File: src/rtl/instr_fetch_pkg.sv
// Shared encodings for the instruction-fetch stage: PC source select, FSM states and the
// special instruction words.
package instr_fetch_pkg;

    typedef enum logic [1:0] {
        PC_SEQ    = 2'b00,
        PC_BRANCH = 2'b01,
        PC_JUMP   = 2'b10,
        PC_JR     = 2'b11
    } pc_src_e;

    typedef enum logic [1:0] {
        StLoad   = 2'd0,
        StRun    = 2'd1,
        StHalted = 2'd2
    } state_e;

    localparam logic [31:0] HALT_WORD = 32'hFFFF_FFFF;
    localparam logic [31:0] NOP_WORD  = 32'h0000_0000;

endpackage

File: src/rtl/instr_fetch_if.sv
// Control, debug-load and IF/ID signals of the fetch stage. The slave modport is the fetch
// stage itself; the master modport is whoever drives it (pipeline control, debug unit, bench).
interface instr_fetch_if #(
    parameter int unsigned NBITS  = 32,
    parameter int unsigned ADDR_W = 6
);
    import instr_fetch_pkg::*;

    logic              i_enable;
    logic              i_start;
    logic              i_stall;
    pc_src_e           i_pc_src;
    logic [NBITS-1:0]  i_branch_addr;
    logic [NBITS-1:0]  i_jump_addr;
    logic [NBITS-1:0]  i_jr_addr;
    logic              i_load_we;
    logic [ADDR_W-1:0] i_load_addr;
    logic [NBITS-1:0]  i_load_data;
    logic [NBITS-1:0]  o_pc;
    logic [NBITS-1:0]  o_pc_next;
    logic [NBITS-1:0]  o_instruction;
    logic              o_halt;
    state_e            o_state;

    modport slave (
        input  i_enable, i_start, i_stall, i_pc_src, i_branch_addr, i_jump_addr, i_jr_addr,
        input  i_load_we, i_load_addr, i_load_data,
        output o_pc, o_pc_next, o_instruction, o_halt, o_state
    );

    modport master (
        output i_enable, i_start, i_stall, i_pc_src, i_branch_addr, i_jump_addr, i_jr_addr,
        output i_load_we, i_load_addr, i_load_data,
        input  o_pc, o_pc_next, o_instruction, o_halt, o_state
    );

endinterface

File: src/rtl/instr_fetch_mem.sv
// Word-addressed program store: synchronous write, asynchronous read, contents never reset.
module instr_mem #(
    parameter int unsigned NBITS  = 32,
    parameter int unsigned DEPTH  = 64,
    parameter int unsigned ADDR_W = $clog2(DEPTH)
) (
    input  logic              clk_i,
    input  logic              we_i,
    input  logic [ADDR_W-1:0] waddr_i,
    input  logic [NBITS-1:0]  wdata_i,
    input  logic [ADDR_W-1:0] raddr_i,
    output logic [NBITS-1:0]  rdata_o
);

    logic [NBITS-1:0] mem_q [DEPTH];

    always_ff @(posedge clk_i) begin
        if (we_i) begin
            mem_q[waddr_i] <= wdata_i;
        end
    end

    assign rdata_o = mem_q[raddr_i];

endmodule

File: src/rtl/instr_fetch.sv
// Instruction-fetch stage: PC register, next-PC select, LOAD/RUN/HALTED sequencing and the
// program store feeding the IF/ID register.
module instr_fetch #(
    parameter int unsigned      NBITS     = 32,
    parameter int unsigned      MEM_DEPTH = 64,
    parameter logic [NBITS-1:0] HALT_WORD = instr_fetch_pkg::HALT_WORD
) (
    input logic           i_clk,
    input logic           i_reset,
    instr_fetch_if.slave  bus
);
    import instr_fetch_pkg::*;

    localparam int unsigned      ADDR_W = $clog2(MEM_DEPTH);
    localparam logic [NBITS-1:0] PcStep = NBITS'(4);
    localparam logic [NBITS-1:0] PcMask = ~NBITS'(3);

    state_e           state_q, state_d;
    logic [NBITS-1:0] pc_q, pc_d;
    logic [NBITS-1:0] pc_plus4, target, mem_rdata, instr;
    logic             in_range, halt, mem_we;

    assign pc_plus4 = pc_q + PcStep;
    // Any PC past the last word reads as HALT so running off the program stops the machine.
    assign in_range = (pc_q >> (ADDR_W + 2)) == '0;
    assign mem_we   = bus.i_load_we && (state_q == StLoad);

    instr_mem #(
        .NBITS  (NBITS),
        .DEPTH  (MEM_DEPTH),
        .ADDR_W (ADDR_W)
    ) u_mem (
        .clk_i   (i_clk),
        .we_i    (mem_we),
        .waddr_i (bus.i_load_addr),
        .wdata_i (bus.i_load_data),
        .raddr_i (pc_q[ADDR_W+1:2]),
        .rdata_o (mem_rdata)
    );

    always_comb begin
        instr = NBITS'(NOP_WORD);
        if (state_q != StLoad) begin
            instr = in_range ? mem_rdata : HALT_WORD;
        end
    end

    assign halt = (state_q == StHalted) || ((state_q == StRun) && (instr == HALT_WORD));

    always_comb begin
        target = pc_plus4;
        unique case (bus.i_pc_src)
            PC_SEQ:    target = pc_plus4;
            PC_BRANCH: target = bus.i_branch_addr;
            PC_JUMP:   target = bus.i_jump_addr;
            PC_JR:     target = bus.i_jr_addr;
        endcase
        target = target & PcMask;
    end

    always_comb begin
        state_d = state_q;
        pc_d    = pc_q;
        unique case (state_q)
            StLoad: begin
                if (bus.i_start) begin
                    state_d = StRun;
                end
            end
            StRun: begin
                // Priority: enable, then halt, then stall (which also masks redirects).
                if (bus.i_enable) begin
                    if (halt) begin
                        state_d = StHalted;
                    end else if (!bus.i_stall) begin
                        pc_d = target;
                    end
                end
            end
            StHalted: begin
                state_d = StHalted;
            end
            default: begin
                state_d = StLoad;
            end
        endcase
    end

    always_ff @(posedge i_clk or posedge i_reset) begin
        if (i_reset) begin
            state_q <= StLoad;
            pc_q    <= '0;
        end else begin
            state_q <= state_d;
            pc_q    <= pc_d;
        end
    end

    assign bus.o_pc          = pc_q;
    assign bus.o_pc_next     = pc_plus4;
    assign bus.o_instruction = instr;
    assign bus.o_halt        = halt;
    assign bus.o_state       = state_q;

endmodule

File: src/flat_wrapper.sv
// flat-port wrapper written by rule: the top's interface ports become plain ports
module instr_fetch_flat import instr_fetch_pkg::*;
#(
    parameter int unsigned      NBITS     = 32,
    parameter int unsigned      MEM_DEPTH = 64,
    parameter logic [NBITS-1:0] HALT_WORD = instr_fetch_pkg::HALT_WORD
)
  (i_clk, i_reset, bus_i_enable, bus_i_start, bus_i_stall, bus_i_pc_src, bus_i_branch_addr, bus_i_jump_addr, bus_i_jr_addr, bus_i_load_we, bus_i_load_addr, bus_i_load_data, bus_o_pc, bus_o_pc_next, bus_o_instruction, bus_o_halt, bus_o_state);
  instr_fetch_if #(.NBITS(NBITS), .ADDR_W((6))) bus_i ();
  input logic i_clk;
  input logic i_reset;
  input wire logic [$bits(bus_i.i_enable)-1:0] bus_i_enable;
  input wire logic [$bits(bus_i.i_start)-1:0] bus_i_start;
  input wire logic [$bits(bus_i.i_stall)-1:0] bus_i_stall;
  input wire logic [$bits(bus_i.i_pc_src)-1:0] bus_i_pc_src;
  input wire logic [$bits(bus_i.i_branch_addr)-1:0] bus_i_branch_addr;
  input wire logic [$bits(bus_i.i_jump_addr)-1:0] bus_i_jump_addr;
  input wire logic [$bits(bus_i.i_jr_addr)-1:0] bus_i_jr_addr;
  input wire logic [$bits(bus_i.i_load_we)-1:0] bus_i_load_we;
  input wire logic [$bits(bus_i.i_load_addr)-1:0] bus_i_load_addr;
  input wire logic [$bits(bus_i.i_load_data)-1:0] bus_i_load_data;
  output wire logic [$bits(bus_i.o_pc)-1:0] bus_o_pc;
  output wire logic [$bits(bus_i.o_pc_next)-1:0] bus_o_pc_next;
  output wire logic [$bits(bus_i.o_instruction)-1:0] bus_o_instruction;
  output wire logic [$bits(bus_i.o_halt)-1:0] bus_o_halt;
  output wire logic [$bits(bus_i.o_state)-1:0] bus_o_state;
  assign bus_i.i_enable = bus_i_enable;
  assign bus_i.i_start = bus_i_start;
  assign bus_i.i_stall = bus_i_stall;
  assign bus_i.i_pc_src = bus_i_pc_src;
  assign bus_i.i_branch_addr = bus_i_branch_addr;
  assign bus_i.i_jump_addr = bus_i_jump_addr;
  assign bus_i.i_jr_addr = bus_i_jr_addr;
  assign bus_i.i_load_we = bus_i_load_we;
  assign bus_i.i_load_addr = bus_i_load_addr;
  assign bus_i.i_load_data = bus_i_load_data;
  assign bus_o_pc = bus_i.o_pc;
  assign bus_o_pc_next = bus_i.o_pc_next;
  assign bus_o_instruction = bus_i.o_instruction;
  assign bus_o_halt = bus_i.o_halt;
  assign bus_o_state = bus_i.o_state;
  instr_fetch #(.NBITS(NBITS), .MEM_DEPTH(MEM_DEPTH), .HALT_WORD(HALT_WORD)) u_core (.i_clk(i_clk), .i_reset(i_reset), .bus(bus_i));
endmodule
File: config.mk
export PLATFORM = sky130hd
export DESIGN_NAME = instr_fetch_flat
export DESIGN_NICKNAME = d
export VERILOG_FILES = /design/src/rtl/instr_fetch_pkg.sv /design/src/rtl/instr_fetch_if.sv /design/src/rtl/instr_fetch_mem.sv /design/src/rtl/instr_fetch.sv /design/src/flat_wrapper.sv
export SDC_FILE = /design/constraint.sdc
export NUM_CORES = 2
export LEC_CHECK = 0
export CORE_UTILIZATION = 55
export DETAILED_ROUTE_END_ITERATION = 8
export PLACE_DENSITY = 0.72
export SLEW_MARGIN = 20
export SYNTH_ARGS = -nofsm -noshare
export SYNTH_HDL_FRONTEND = slang
export SYNTH_SLANG_ARGS = --single-unit
File: constraint.sdc
create_clock -name i_clk -period 5.9 [get_ports i_clk]
set_input_delay 0.885 -clock i_clk [delete_from_list [all_inputs] [get_ports i_clk]]
set_output_delay 0.885 -clock i_clk [all_outputs]
set_load 0.005 [all_outputs]
==> run summary <==
run status -> completed
power share of the sequential group -> 0.391
post-synthesis async set-or-reset flop share -> 0.0154
post-synthesis cell type count -> 68
final period demand of the worst path -> 5.67 ns
Placer Congestion -> 0.874
number of cells on the critical path -> 8
area overhead of the layout relative to synthesis -> 15.6%
number of port buffers -> 230
I/O pin count -> 241
first drt pass iteration count -> 6
RSZ-0062 raised after global routing -> no
CTS tree -> built
number of nets with antenna violations after routing -> 0
Slew HR -> 0.216
worst-case vdd ir drop -> 0.401 mV
y dimension of the die -> 389 um
Die ar. -> 0.151 sq mm
post-route setup TNS -> 0 ns
number of fillers in the final layout -> 9,886
Clk Tree Root Cell -> sky130_fd_sc_hd__clkbuf_16
PnR Total Power -> 42.8 mW
Vias/cell -> 6.81
Hold Fails Final Rpt -> 0
Post-Route M1 WL -> 85.7 mm
GR Util All Layers -> 0.309
Core Footprint -> 0.148 sq mm
worst hold margin -> 0.447 ns
Overflow after GRT -> 0
Data required, critical path -> 5.02 ns
Setup Skew -> 0.0566 ns
share of the cycle needed by the critical path after routing -> 0.960
number of synthesized register bits -> 2,080
initial core utilization -> 0.556
count of mapped cells out of synthesis -> 3,991
actual transition at the worst max-transition pin -> 1.17 ns
post-synthesis instance area -> 0.0824 sq mm
CP peak stage delay -> 0.67 ns
via count -> 44,882
XOR/XNOR Fraction of Synth Area -> 0.00298
number of DRC markers in iteration 0 -> 6,547
average cell area after synthesis -> 20.6 sq um
Max Root-Sink Buffers -> 3
Residual DRC -> 0
count of maximum capacitance violations -> 0
final routed wire length divided by cell count -> 35.5 um
final setup fails -> 0
clock network latency to the later pin of the worst-skew pair -> 0.87 ns
CP max stage cell -> sky130_fd_sc_hd__dfrtp_4
clock network fraction of design power -> 0.300
destination of the critical timing path -> bus_o_pc_next[29]
Gate power share -> 0.309
post-DP HPWL -> 137 mm
compound-gate portion of the synthesized area -> 0.0313
Reg-to-Reg End -> u_core.bus.o_pc[17]$_DFFE_PP0P_
worst r2r path cells -> 15
reg-to-reg startpoint -> u_core.bus.o_pc[28]$_DFFE_PP0P_
register area share after synthesis -> 0.756
register-to-register path setup slack -> 1.21 ns
worst-path maximum fanout -> 17
Worst Path Class, Setup -> reg2out
prevailing post-synth register cell -> sky130_fd_sc_hd__edfxtp_1
Power per Cell Area -> 449 mW/mm^2
share of layout cells above drive strength 1 -> 0.249
share of synthesized cell area in and, or, nand and nor gates -> 0.0234
number of flops mapped to enable cells by yosys -> 2,048
Top Family by Delay on Critical Path -> simple AND/OR/NAND/NOR gates
final-stage net count -> 4,631
number of clock buffers inserted by TritonCTS -> 200
Startpoint Class -> register
clk sink count -> 2,080
die span in x -> 389 um
clock edge transition at the registers on the reported setup and hold paths -> 0.06 ns
Yosys warnings -> 0
mux share of post-synthesis cell area -> 0.164
CTS Hold Bufs -> 0
Internal Power -> 29.4 mW
crit path launch -> u_core.bus.o_pc[4]$_DFFE_PP0P_
dominant cell type by count on the critical path -> sky130_fd_sc_hd__nand3_1
area of all placed cells without fillers -> 0.0952 sq mm
arrival time of the worst setup path -> 4.78 ns
adder-cell share of the synthesized area -> 0.000759
amount of wire on met3 after detailed routing -> 29.9 mm
number of rows created at floorplan -> 141
main combinational cell family by area after synthesis -> multiplexers
wire length of the first global-routing pass -> 326 mm
H-Tree Depth -> 4
vias in the first global route -> 43,508
antenna violations before repair -> 13
switch share -> 0.313
kind of path behind the tightest hold check -> in2async
top sig layer -> met5
Max Clk Rate -> 177 MHz
final wirelength -> 234 mm
sum of met2 wire segment lengths after detailed routing -> 110 mm
total cell area at the placement stage -> 0.0881 sq mm
leakage component of the power -> 30.9 nW
net switching power -> 13.4 mW
worst path bufs/invs -> 1
Pins Over Slew Limit -> 0
largest net degree at the start of global routing -> 68
list of cells traversed by the critical path -> and2_4, nand3_1, or3_1, nor3_1, and4_1, nand3_1, xnor2_1, clkdlybuf4s50_1
sort of element at the end of the critical path -> output pin
-- per-stage QoR --
| step | utilization | worst slack [ns] | cells |
|---|---|---|---|
| final | 0.643 | 0.235 | 6591 |
| after global routing | 0.643 | 0.0978 | 6587 |
| after detailed placement | 0.595 | 0.203 | 6188 |
| after CTS | 0.641 | -0.00772 | 6583 |
| after global placement | 0.595 | 0.215 | 6188 |
| after floorplan | - | 2.22 | 3994 |
-- power groups by stage --
stage | logic, mW | registers, mW | clock network, mW
floorplan | 7.86 | 16.9 | 0
CTS | 12.9 | 16.7 | 12.9
finish | 13.2 | 16.7 | 12.8
global route | 13.7 | 16.7 | 13.5
global placement | 12.4 | 17.1 | 0
detailed placement | 12.5 | 17.1 | 0
-- cells in the final DEF, fill, tap and decap left out, types with 11 or more instances in the layout --
| cell | synthesis | final |
|---|---|---|
| sky130_fd_sc_hd__clkinv_2 | 0 | 35 |
| sky130_fd_sc_hd__xnor2_1 | 19 | 19 |
| sky130_fd_sc_hd__mux2_4 | 26 | 26 |
| sky130_fd_sc_hd__buf_12 | 16 | 31 |
| sky130_fd_sc_hd__nand4_1 | 11 | 11 |
| sky130_fd_sc_hd__edfxtp_1 | 2048 | 2048 |
| sky130_fd_sc_hd__o21ai_0 | 42 | 35 |
| sky130_fd_sc_hd__nor3_1 | 14 | 13 |
| sky130_fd_sc_hd__bufinv_16 | 0 | 22 |
| sky130_fd_sc_hd__nor2_1 | 124 | 57 |
| sky130_fd_sc_hd__clkinv_1 | 3 | 59 |
| sky130_fd_sc_hd__a21oi_1 | 88 | 87 |
| sky130_fd_sc_hd__clkdlybuf4s50_1 | 0 | 196 |
| sky130_fd_sc_hd__dfrtp_1 | 32 | 26 |
| sky130_fd_sc_hd__a221oi_1 | 29 | 26 |
| sky130_fd_sc_hd__mux4_2 | 401 | 401 |
| sky130_fd_sc_hd__o22ai_1 | 15 | 14 |
| sky130_fd_sc_hd__clkbuf_1 | 89 | 36 |
| sky130_fd_sc_hd__buf_4 | 12 | 262 |
| sky130_fd_sc_hd__nor2_4 | 0 | 65 |
| sky130_fd_sc_hd__o21ai_1 | 7 | 14 |
| sky130_fd_sc_hd__a31oi_1 | 32 | 31 |
| sky130_fd_sc_hd__a22oi_1 | 99 | 97 |
| sky130_fd_sc_hd__o211ai_1 | 20 | 20 |
| sky130_fd_sc_hd__nand3_1 | 48 | 47 |
| sky130_fd_sc_hd__nor4_1 | 14 | 12 |
| sky130_fd_sc_hd__mux2_2 | 17 | 17 |
| sky130_fd_sc_hd__nand2_1 | 153 | 153 |
| sky130_fd_sc_hd__mux2i_1 | 389 | 389 |
| sky130_fd_sc_hd__clkbuf_16 | 0 | 201 |
| sky130_fd_sc_hd__and3_1 | 13 | 13 |
-- Yosys cell counts (6+ instances only) --
cell                          n  share of area
sky130_fd_sc_hd__edfxtp_1  2048           0.75
sky130_fd_sc_hd__mux4_2     401           0.11
sky130_fd_sc_hd__mux2i_1    389          0.047
sky130_fd_sc_hd__nand2_1    153         0.0070
sky130_fd_sc_hd__nor2_1     124         0.0056
sky130_fd_sc_hd__a22oi_1     99         0.0090
sky130_fd_sc_hd__clkbuf_1    89         0.0041
sky130_fd_sc_hd__a21oi_1     88         0.0053
sky130_fd_sc_hd__nand3_1     48         0.0029
sky130_fd_sc_hd__buf_2       47         0.0029
sky130_fd_sc_hd__o21ai_0     42         0.0026
sky130_fd_sc_hd__buf_6       33         0.0045
sky130_fd_sc_hd__a31oi_1     32         0.0024
sky130_fd_sc_hd__dfrtp_1     32         0.0097
sky130_fd_sc_hd__a221oi_1    29         0.0031
sky130_fd_sc_hd__mux2_4      26         0.0047
sky130_fd_sc_hd__buf_8       20         0.0036
sky130_fd_sc_hd__o211ai_1    20         0.0018
sky130_fd_sc_hd__xnor2_1     19         0.0020
sky130_fd_sc_hd__mux2_2      17         0.0023
sky130_fd_sc_hd__buf_12      16         0.0039
sky130_fd_sc_hd__o22ai_1     15         0.0011
sky130_fd_sc_hd__nor3_1      14        0.00085
sky130_fd_sc_hd__nor4_1      14         0.0011
sky130_fd_sc_hd__and3_1      13        0.00099
sky130_fd_sc_hd__buf_4       12         0.0011
sky130_fd_sc_hd__nand4_1     11        0.00084
sky130_fd_sc_hd__nor2b_1     10        0.00076
sky130_fd_sc_hd__buf_1        9        0.00041
sky130_fd_sc_hd__inv_1        9        0.00041
sky130_fd_sc_hd__xor2_1       9        0.00096
sky130_fd_sc_hd__a211oi_1     8        0.00073
sky130_fd_sc_hd__o21ai_1      7        0.00043
sky130_fd_sc_hd__and2_1       6        0.00046
sky130_fd_sc_hd__nand3b_1     6        0.00055
-- what timing repair did --
item	in CTS	in global routing
cloned	1	1
pin swaps	4	6
setup endpoints to repair	9	3
gates resized for setup	22	29
setup buffers	21	1
-- kinds of logic after synthesis --
| group | count (synthesis) |
|---|---|
| AO/OA/AOI/OAI | 380 |
| XOR/XNOR | 28 |
| adder cells (fa/ha/maj) | 5 |
| buffers and inverters | 239 |
| flip-flops | 2080 |
| multiplexers | 834 |
| other | 1 |
| AND/OR/NAND/NOR | 424 |
-- area by class of cell --
class / instances / area (sq um) / share of cell area
antenna: 6 / 15.0 / 0.000158
clock buffer: 237 / 5160 / 0.0542
clock inverter: 136 / 1390 / 0.0146
inverter: 13 / 56.3 / 0.000591
multi-input combinational: 1677 / 19100 / 0.200
sequential: 2080 / 62300 / 0.654
tap: 1930 / 2410 / 0.0254
timing repair buffer: 512 / 4820 / 0.0506
-- worst reg2reg max path, cell delays in order, from the launching register on --
cell	delay (ns)
sky130_fd_sc_hd__dfrtp_1	0.47
sky130_fd_sc_hd__nor4_1	0.51
sky130_fd_sc_hd__nand4_1	0.17
sky130_fd_sc_hd__buf_4	0.20
sky130_fd_sc_hd__or2_1	0.55
sky130_fd_sc_hd__buf_4	0.36
sky130_fd_sc_hd__nor4_1	0.40
sky130_fd_sc_hd__a22oi_1	0.17
sky130_fd_sc_hd__and4_2	0.35
sky130_fd_sc_hd__nand4_1	0.28
sky130_fd_sc_hd__buf_4	0.17
sky130_fd_sc_hd__buf_4	0.10
sky130_fd_sc_hd__nor3_2	0.06
sky130_fd_sc_hd__nor3_4	0.17
sky130_fd_sc_hd__buf_12	0.23
sky130_fd_sc_hd__mux2_4	0.35
-- registers in the layout, indices dropped and copies added (netlist names) --
signal              count
u_core.bus.o_pc        30
u_core.bus.o_state      2
u_core.u_mem.mem_q   2048
-- how the worst min path moves through the flow --
stage | start | endpoint | slack [ns] | cells past startpoint
final | i_reset | u_core.bus.o_pc[2]$_DFFE_PP0P_ | 0.45 | 3
after global routing | i_reset | u_core.bus.o_pc[2]$_DFFE_PP0P_ | 0.48 | 3
after CTS | i_reset | u_core.bus.o_pc[29]$_DFFE_PP0P_ | 0.41 | 3
after detailed placement | u_core.bus.o_state[1]$_DFFE_PP0P_ | u_core.bus.o_state[1]$_DFFE_PP0P_ | 0.55 | 1
after global placement | u_core.bus.o_state[1]$_DFFE_PP0P_ | u_core.bus.o_state[1]$_DFFE_PP0P_ | 0.54 | 1
after floorplan | u_core.bus.o_pc[10]$_DFFE_PP0P_ | u_core.bus.o_pc[10]$_DFFE_PP0P_ | 0.55 | 1
-- metal layers --
| metal | track usage | vias to the layer above |
|---|---|---|
| li1 | - | 17584 |
| met1 | 0.432 | 23401 |
| met2 | 0.481 | 3417 |
| met3 | 0.0753 | 472 |
| met4 | 0.108 | 8 |
| met5 | 0 | - |
Power figures use the tool's default switching activity.
